`config.mk`:
```
export PLATFORM = sky130hd
export DESIGN_NAME = controlo_barreira
export DESIGN_NICKNAME = d
export VERILOG_FILES = /design/src/rtl/barreira_pkg.sv /design/src/rtl/sincronizador_flanco.sv /design/src/rtl/controlo_barreira.sv
export SDC_FILE = /design/constraint.sdc
export NUM_CORES = 1
export LEC_CHECK = 0
export ABC_AREA = 1
export CAP_MARGIN = 15
export CORE_AREA = 2 2 90 92
export DETAILED_ROUTE_END_ITERATION = 8
export DIE_AREA = 0 0 92 94
export PLACE_DENSITY = 0.69
export RECOVER_POWER = 25
export SLEW_MARGIN = 20
export SYNTH_ARGS = -nofsm -noshare
export SYNTH_HDL_FRONTEND = slang
export SYNTH_HIERARCHICAL = 1
export SYNTH_SLANG_ARGS = --single-unit
```
`constraint.sdc`:
```
create_clock -name clk -period 3.1 [get_ports clk]
set_input_delay 0.62 -clock clk [delete_from_list [all_inputs] [get_ports clk]]
set_output_delay 0.62 -clock clk [all_outputs]
set_load 0.005 [all_outputs]
```
`src/rtl/barreira_pkg.sv`:
```
// Shared types and constants for the entry-gate barrier controller.
package barreira_pkg;

  typedef enum logic [1:0] {
    FECHADA,
    A_ABRIR,
    ABERTA,
    A_FECHAR
  } estado_t;

  localparam int          PLATE_W          = 24;
  localparam logic        BARREIRA_ABERTA  = 1'b0;
  localparam logic        BARREIRA_FECHADA = 1'b1;
  localparam logic [7:0]  REJ_MAX          = 8'hFF;

  typedef struct packed {
    logic               valida;
    logic [PLATE_W-1:0] placa;
  } pedido_t;

  // Timer width for the largest count; never below one bit.
  function automatic int timer_w(input int a, input int b);
    int m;
    m = (a > b) ? a : b;
    return (m > 1) ? $clog2(m) : 1;
  endfunction

endpackage

```
`src/rtl/sincronizador_flanco.sv`:
```
// Two-flop synchronizer followed by a rising-edge detector.
module sincronizador_flanco (
  input  logic clk,
  input  logic rst_n,
  input  logic async_in,
  output logic pulso_out
);

  // [0],[1] form the synchronizer; [2] holds the previous synchronized sample
  logic [2:0] sinc;

  always_ff @(posedge clk or negedge rst_n) begin
    if (!rst_n) sinc <= '0;
    else        sinc <= {sinc[1:0], async_in};
  end

  assign pulso_out = sinc[1] & ~sinc[2];

endmodule

```
`src/rtl/controlo_barreira.sv`:
```
// Entry-gate controller: admits plates, rejects immediate repeats, cycles the barrier.
module controlo_barreira
  import barreira_pkg::*;
#(
  parameter int T_MOTOR  = 4,
  parameter int T_ESPERA = 50
) (
  input  logic               clk,
  input  logic               rst_n,
  input  logic [PLATE_W-1:0] matricula_in,
  input  logic               matricula_valida,
  input  logic               sensor_passagem,
  output logic [PLATE_W-1:0] Matriculas,
  output logic               barreira,
  output logic               evento,
  output logic               ocupado,
  output logic [7:0]         rejeitadas
);

  localparam int TW = timer_w(T_MOTOR, T_ESPERA);
  localparam logic [TW-1:0] T_MOTOR_INI  = TW'(T_MOTOR - 1);
  localparam logic [TW-1:0] T_ESPERA_INI = TW'(T_ESPERA - 1);

  estado_t            estado, nxt;
  logic [TW-1:0]      timer, timer_nxt;
  logic [PLATE_W-1:0] ultima;
  logic               ultima_valida;
  logic               passagem_ev;
  logic               aceita, rejeita, passou;
  pedido_t            pedido;

  assign pedido = '{valida: matricula_valida, placa: matricula_in};

  sincronizador_flanco u_sinc (
    .clk      (clk),
    .rst_n    (rst_n),
    .async_in (sensor_passagem),
    .pulso_out(passagem_ev)
  );

  always_comb begin
    nxt       = estado;
    timer_nxt = timer;
    aceita    = 1'b0;
    rejeita   = 1'b0;
    passou    = 1'b0;
    unique case (estado)
      FECHADA: begin
        if (pedido.valida) begin
          if (ultima_valida && pedido.placa == ultima) begin
            rejeita = 1'b1;
          end else begin
            aceita    = 1'b1;
            timer_nxt = T_MOTOR_INI;
            nxt       = A_ABRIR;
          end
        end
      end
      A_ABRIR: begin
        if (timer == '0) begin
          timer_nxt = T_ESPERA_INI;
          nxt       = ABERTA;
        end else begin
          timer_nxt = timer - 1'b1;
        end
      end
      ABERTA: begin
        // a passage on the last waiting cycle still counts as a passage
        if (passagem_ev) begin
          passou    = 1'b1;
          timer_nxt = T_MOTOR_INI;
          nxt       = A_FECHAR;
        end else if (timer == '0) begin
          timer_nxt = T_MOTOR_INI;
          nxt       = A_FECHAR;
        end else begin
          timer_nxt = timer - 1'b1;
        end
      end
      A_FECHAR: begin
        if (timer == '0) nxt = FECHADA;
        else             timer_nxt = timer - 1'b1;
      end
      default: nxt = FECHADA;
    endcase
  end

  always_ff @(posedge clk or negedge rst_n) begin
    if (!rst_n) begin
      estado        <= FECHADA;
      timer         <= '0;
      ultima        <= '0;
      ultima_valida <= 1'b0;
      Matriculas    <= '0;
      barreira      <= BARREIRA_FECHADA;
      evento        <= 1'b0;
      ocupado       <= 1'b0;
      rejeitadas    <= '0;
    end else begin
      estado  <= nxt;
      timer   <= timer_nxt;
      evento  <= passou;
      ocupado <= (nxt != FECHADA);
      // barrier output trails the state by one edge, so the plate settles first
      barreira <= (estado == ABERTA) ? BARREIRA_ABERTA : BARREIRA_FECHADA;
      if (aceita) Matriculas <= pedido.placa;
      if (passou) begin
        ultima        <= Matriculas;
        ultima_valida <= 1'b1;
      end
      if (rejeita && rejeitadas != REJ_MAX) rejeitadas <= rejeitadas + 8'd1;
    end
  end

endmodule

```
-- Word level (Yosys, flattened, before mapping)
Index checks and enable logic that the tools add are counted.
- mux-type cells: 23
- shift-type cells: 0
- reduce and logical (&&, ||, !) cells: 6
- divide/modulo/power cells: 0
- $add $sub $neg: 2
- multiply operators: 0
- bitwise operators: 2
- equal/unequal tests: 8
- $lt $le $gt $ge: 0
- operators by type and width (cell ; count):
    6-bit 2-to-1 mux ; 6
    24-bit == test ; 1
    6-bit case mux with 4 select lines ; 1
    2-bit 2-to-1 mux ; 6
    1-bit 2-to-1 mux ; 9
    8-bit by 1-bit adder with 8-bit output (second input constant) ; 1
    8-bit inequality test (second input constant) ; 1
    2-bit case mux with 4 select lines ; 1
    6-bit logical NOT ; 1
    2-bit inequality test (second input constant) ; 3
    6-bit by 1-bit subtractor with 6-bit output (second input constant) ; 1
    2-bit == test (second input constant) ; 2
    3-bit AND reduction ; 1
    2-bit by 1-bit == test with 1-bit output (second input constant) ; 1
    1-bit logical AND ; 2
    2-bit logical NOT ; 1
    2-bit nonzero test ; 1
    1-bit AND ; 1
    1-bit inverter ; 1
- memories kept: 0
- RAM bits: 0
- output and inout bits: 35
- memory bits (read-only): 0
- latch bits: 0
- register bits after elaboration: 71

-- Depth between registers and ports, before layout
- depth after elaboration: 6
- gate-level depth with buffers: 13
- gate-level depth less buffers: 12

-- Cells and area by module
Netlist, hierarchy kept.
- by module, submodules not included (module ; cells an instance ; area an instance (um^2) ; instances):
    controlo_barreira ; 410 ; 3274.4 ; 1
    sincronizador_flanco ; 5 ; 85.1 ; 1

-- Worst setup path after synthesis
OpenSTA, ideal clock, no wires.
- path kind: input port to flip-flop
- from: input port matricula_in[18]
- to: register rejeitadas[5]
- setup time: 122 ps
- cell stages on the path: 10
- data arrival time: 1581 ps
- slack: 1398 ps
- cells stage by stage: xor2_1 -> nor2_1 -> nand2_1 -> nor2_1 -> nand3_2 -> nor2_2 -> nand2_2 -> buf_6 -> nand2_2 -> o21ai_2
- longest elaborated chain between the ends: 6
- ends and longest elaborated chain (what ; line ; text):
    start, declared ; controlo_barreira.sv:10 ; input logic [PLATE_W-1:0] matricula_in,
    24-bit == test ; controlo_barreira.sv:50 ; if (ultima_valida && pedido.placa == ultima) begin
    1-bit logical AND ; controlo_barreira.sv:50 ;
    1-bit 2-to-1 mux ; controlo_barreira.sv:50 ;
    1-bit 2-to-1 mux ; controlo_barreira.sv:49 ; if (pedido.valida) begin
    1-bit 2-to-1 mux ; controlo_barreira.sv:47 ; unique case (estado)
    1-bit logical AND ; controlo_barreira.sv:111 ; if (rejeita && rejeitadas != REJ_MAX) rejeitadas <= rejeitadas + 8'd1;
    end signal, assigned ; controlo_barreira.sv:111 ;
    end, declared ; controlo_barreira.sv:17 ; output logic [7:0] rejeitadas
Every way passes these cells.
A chain may end at the register's enable or synchronous reset.

-- Worst setup path after layout
- from: input port matricula_in[9]
- to: register Matriculas[16]
- longest elaborated chain between the ends: 5
- ends and longest elaborated chain (what ; line ; text):
    24-bit == test ; controlo_barreira.sv:50 ;
    1-bit logical AND ; controlo_barreira.sv:50 ;
    1-bit 2-to-1 mux ; controlo_barreira.sv:50 ;
    1-bit 2-to-1 mux ; controlo_barreira.sv:49 ;
    1-bit 2-to-1 mux ; controlo_barreira.sv:47 ;
    end signal, assigned ; controlo_barreira.sv:106 ; if (aceita) Matriculas <= pedido.placa;
    end, declared ; controlo_barreira.sv:13 ; output logic [PLATE_W-1:0] Matriculas,
Every way passes these cells.

==> results.toml <==
[run_status]
run_status = "complete, but fails checks"
failed_checks = "capacitance limit, slew limit"

[timing]
finalSetupTns_ps = 0
worst_slew_pin_slew_ps = 1730
finalHoldViolations = 0
achievable-frequency_mhz = 458
fin_crit_sh_pct = 70.5
setup_violations = 0
fin_worst_skew_ps = 6.16
max-slew-margin-rel_pct = -15.0
finalWorstPathRequiredPeriod_ps = 2190
grt_setup_unrepaired = "false"
timing_max_transition_violations_final = 30

[cells_and_area]
nets = 510
design_area_sq_um = 4320
fillers = 714
antenna-diode-count = 0
drive_above_1_share_pct = 7.01
layout_commonest_cell = "nand2_1"
area.sequential_sq_um = 1780
final_std_cells_w_o_fill = 587
final_cell_mix = "nand2_1 (142), dfrtp_1 (70), clkdlybuf4s50_1 (60), o21ai_0 (51), inv_1 (48)"
final_util_pct = 56.8
area_delta_synth_final_pct = 28.5
multiInputGateArea_sq_um = 1330

[pwr]
irDropWorstVdd_mv = 0.477
power_per_cell_area_nw_per_um2 = 849
total_leakage_power_nw = 2.08

[placement]
port_buffers = 62
placement.cell_area_sq_um = 4080
hpwlAfterDp_mm = 5.15
gp_routability_congestion = 0.832
placed_instances = 571

[critical_path]
cp_num_buf_inv = 3
path_cells = "clkdlybuf4s50_1 > inv_1 > nand2_1 > nand2_1 > nor2_1 > nand3_1 > nor2_2 > nand3_2 > nand2_2 > nor2_2 > buf_4 > nand2_1 > o21ai_0"
required_ps = 3320
critical-path-top-cell-by-count = "nand2_1"
setup.worst_path.start_class = "primary input"
critPathKind = "primary input to register"
critical_path_peak_fanout = 21
max_stage_delay_ps = 530
worst_setup_path_end_kind = "register"
critPathArrivalTime_ps = 2400
critical-path-top-delay-family = "simple AND/OR/NAND/NOR gates"
cell_at_the_slowest_stage_of_the_critical_path = "clkdlybuf4s50_1"

[die]
die_width_microns = 92
floorplan.io_pins = 63
initial_core_util_pct = 44.2
die_height_microns = 94
core_region_area_sq_um = 7610
die_area_sq_um = 8650
row_count = 32

[drt]
wire_per_inst_microns = 12.5
met2_wirelength_mm = 3.45
vias_per_cell = 4.87
via_count = 2856
detail_route.first_pass.iterations = 5
dr.first_iter.drc_count = 178
highest_layer = "met4"
detail_route.wirelength.met1_mm = 3.50
remaining_drc_errors = 0
drt-total-wl_mm = 7.33
met3WireLength_microns = 287
final_antenna_net_count = 0

[yosys]
synthesis.area_sq_um = 3360
ys_types = 24
synth.ff_latch_count = 71
ys_seq_area_share_pct = 52.9
synth_area_per_cell_sq_um = 8.10
ys_warn_count = 6
postSynthCellCount = 415
syn_nets = 445

[cts]
htree_num_levels = 3
ctsHoldBuffers = 0
clock_tree.root_cell = "clkbuf_8"
clock_latency_ps = 340
clock_sink_count = 71
post_cts_setup_inserts = 0
cts_tree = "done"
clock_tree.buffer_depth = 2
number_of_resized_instances_in_the_post_cts_repair_step = 0
worst_setup_hold_path_clk_slew_ps = 70
cts_buffers = 9

[grt]
grt_antenna_before_repair = 0
maximum_number_of_pins_on_one_net_before_global_route_repair = 43
grt_pass1_vias = 2819
gr-usage-all-layers_pct = 18.6
global_route.overflow_total = 0
grt_first_pass_wirelength_mm = 12.7

[min_path]
holdCritPathClass = "register to register"

[run]
maxCapViolations = 1
==> logic make-up after synthesis <==
logic type	synth area share [%]
adder cells (fa/ha/maj)	0.745
flip-flops	52.9
buffers and inverters	7.67
AND/OR/NAND/NOR	24.5
AO/OA/AOI/OAI	9.94
XOR/XNOR	4.17
==> cells in the mapped netlist (all sizes together) <==
cell type | instances | area share, %
nor2 | 29 | 3.5
nor3 | 2 | 0.30
xor2 | 8 | 2.1
o21ai | 58 | 9.0
nand3 | 21 | 3.3
clkbuf | 5 | 0.56
a21oi | 2 | 0.30
o21a | 1 | 0.22
inv | 48 | 5.4
dfrtp | 70 | 52
xnor2 | 8 | 2.1
dfstp | 1 | 0.78
nand3b | 2 | 0.45
o211ai | 2 | 0.45
nand2 | 147 | 17
ha | 2 | 0.74
buf | 8 | 1.8
nand4 | 1 | 0.19
==> routing by layer <==
layer  global-route usage [%]  vias up
li1                         -     1423
met1                     24.9     1367
met2                     30.1       58
met3                     4.01        8
met4                     6.34        0
met5                        0        -
==> layout make-up <==
type	count	area share, %
Clock buffer	13	3.45
Clock inverter	3	2.09
Timing Repair Buffer	67	15.4
Tap cell	102	2.96
Inverter	48	4.17
Multi-Input combinational cell	283	30.8
Sequential cell	71	41.2
==> power breakdown <==
group          switching (mW)  leakage [nW]  internal [mW]
clock network           0.329         0.118          0.558
registers               0.234         0.900           1.29
logic                   0.648          1.06          0.613
==> per-stage QoR <==
stage,hold WS (ps),worst slack [ps],total power [mW]
floorplan,324,1400,2.22
global placement,334,568,2.76
detailed placement,346,559,2.80
CTS,348,916,3.70
global route,372,759,3.97
finish,359,914,3.67
==> worst reg2reg max path, cell delays in order (launching register included) <==
cell and delay (ps):
dfrtp_1 450, nor2_1 190, inv_1 370, nor2_2 360, nand2_2 230, nand2_1 130, o21ai_2 50
==> state kept, by name, indices dropped and copies added (netlist names) <==
name,cells
ultima,24
ultima_valida,1
estado,2
ocupado,1
u_sinc/sinc,3
Matriculas,24
barreira,1
evento,1
rejeitadas,8
timer,6
==> worst paths after layout <==
check,start,endpoint,slack (ps),cells after the start
hold / removal,u_sinc/sinc[0]$_DFF_PN0_,u_sinc/sinc[1]$_DFF_PN0_,360,0
min in group asynchronous,rst_n,ocupado$_DFF_PN0_,720,1
setup reg to reg,estado[0]$_DFF_PN0_,rejeitadas[2]$_DFFE_PN0P_,1210,6
max in group asynchronous,rst_n,barreira$_DFF_PN1_,1370,2
hold reg to reg,u_sinc/sinc[0]$_DFF_PN0_,u_sinc/sinc[1]$_DFF_PN0_,360,0
setup / recovery,matricula_in[9],Matriculas[16]$_DFFE_PN0P_,910,13
No activity file was read; power rests on OpenSTA's default activity.
==> RTL change: new RTL, same flow settings <==
The 4 values of `estado_t` get a one-hot encoding in 4 bits.
--- a/src/rtl/barreira_pkg.sv
+++ b/src/rtl/barreira_pkg.sv
@@ -2,9 +2,9 @@
 package barreira_pkg;
 
-  typedef enum logic [1:0] {
-    FECHADA,
-    A_ABRIR,
-    ABERTA,
-    A_FECHAR
+  typedef enum logic [3:0] {
+    FECHADA  = 4'b0001,
+    A_ABRIR  = 4'b0010,
+    ABERTA   = 4'b0100,
+    A_FECHAR = 4'b1000
   } estado_t;
 
Check against the original RTL: same outputs for any inputs over 10 cycles, from zero or initial values and one cycle with rst_n low; not proved beyond that.
==> RTL change against the original RTL <==
The flow still finishes with violations (capacitance limit, slew limit); clock skew grew 0.0051 ns; sequential cell count up 2; synthesized area up 13%; combinational power decreased by 8%; sequential power shrank 5%; setup slack worse by 0.065 ns; via count increased by 14%; first-iteration DRC count rose by 3.4%; routed wire length rose by 16%; power is 3.8% lower; global-route usage up 2.5 points; sequential share of layout area decreased by 2.6 points; cell count up 13%; final area grew 9.9%; critical path type unchanged; largest cell class unchanged; highest routed layer unchanged.
==> RTL change: results (changes against the original RTL) <==
Slew Limit Fails=74 (+150%); GP Congestion=0.849 (+2.0%); global-route wire length before repair=14300 um (+13%); Remaining DRCs=0 (unchanged); failing checks=capacitance limit, slew limit; DRT Wirelength=8510 um (+16%); FF-to-FF End=ultima[15]; r2r setup slk=1.24 ns (+0.03 ns); maximum vdd ir drop=0.356 mV (-25%); Antenna Cells=0 (unchanged); XOR/XNOR Fraction of Synth Area=1.38% (-2.8 points); largest net degree at the start of global routing=74 (+72%); Worst R2R Start=estado[1]; met2 wire len=4040 um (+17%); Max Cap Viol=1 (unchanged); worst-path fanout max=35 (+67%); Internal=0.00235 W (-4.5%); met2 GRT Util=33.8% (+3.7 points); vias per inst=4.88 (+0.26%); Metal-1 WL=3980 um (+14%); pre-CTS setup slack=0.487 ns (-0.0726 ns); DR iter-0 viols=184 (+3.4%); sequential-to-total area share from yosys stat=48.1% (-4.8 points); vias in the first global route=3105 (+10%); CP Data Arrival Time=2.48 ns (+0.08 ns); drt pass-1 iters=4 (-1); Final nets=588 (+15%); top post-synthesis cells by count=191 x nand2_1, 71 x dfrtp_1, 65 x inv_1; Net Count, Synth=521 (+17%); CTS Root Cell=clkbuf_8; total track usage=21.0% (+2.5 points); Leak=2.36 nW (+13%); M3 GR Usage=4.57% (+0.56 points); FF-to-FF path depth=9 (+3); placed insts=649 (+14%); Finished Layout Cells=665 (+13%); worst slew pin tran=1.79 ns (+0.0675 ns); met3 WL=331 um (+15%); status=complete, but fails checks; Synth Area in Compound Gates=8.00% (-1.9 points); GR Layer Usage met1=28.6% (+3.7 points); Synth cell types=31 (+29%); detailed placement HPWL=6200 um (+20%)
RTL change: worst max path at each step:
stage,start,to,slack (ns),cells after the start
final,matricula_in[15],timer[1],0.85,12
after floorplan,matricula_in[17],Matriculas[23],1.48,10
after global routing,matricula_in[9],timer[1],0.65,12
after global placement,matricula_in[9],timer[1],0.53,12
after detailed placement,matricula_in[15],Matriculas[13],0.49,11
after CTS,matricula_in[15],timer[1],0.84,12
RTL change: layout make-up:
class,count,area (sq um)
Sequential cell,73,1830
Clock inverter,6,115
Inverter,70,263
Fill cell,666,2860
Tap cell,102,128
Multi-Input combinational cell,338,1630
Timing Repair Buffer,66,643
Clock buffer,10,138
RTL change: worst max-delay path, stage by stage:
cell             delay, ns
clkdlybuf4s50_1       0.56
inv_2                 0.07
nand2_1               0.06
nand2_1               0.05
nor2_1                0.15
nand2_1               0.07
nor2_1                0.13
nand3_2               0.12
nand2_4               0.32
nand3_4               0.19
nand2_1               0.11
nand2_1               0.05
RTL change: stage by stage:
step           cell area (sq um)  power, W  hold slack [ns]
3_5_place_dp                4510   0.00263            0.348
2_1_floorplan               3800   0.00209            0.324
6_report                    4740   0.00353            0.359
4_1_cts                     4760   0.00356            0.306
5_1_grt                     4740   0.00378            0.379
3_3_place_gp                4510   0.00260            0.336
RTL change: cell families (layout without fill, tap and decap cells):
family,after synthesis,count (layout)
simple gates,271,271
buf+inv,80,152
flops,73,73
compound gates,59,59
xor+xnor,6,6
fa+ha+maj,2,2
RTL change: power groups by stage:
stage	Clock [W]	Sequential (W)	Combinational [W]
finish	0.000922	0.00145	0.00116
global route	0.000982	0.00148	0.00131
CTS	0.000942	0.00144	0.00118
detailed placement	0	0.00146	0.00117
global placement	0	0.00145	0.00115
floorplan	0	0.00143	0.000664
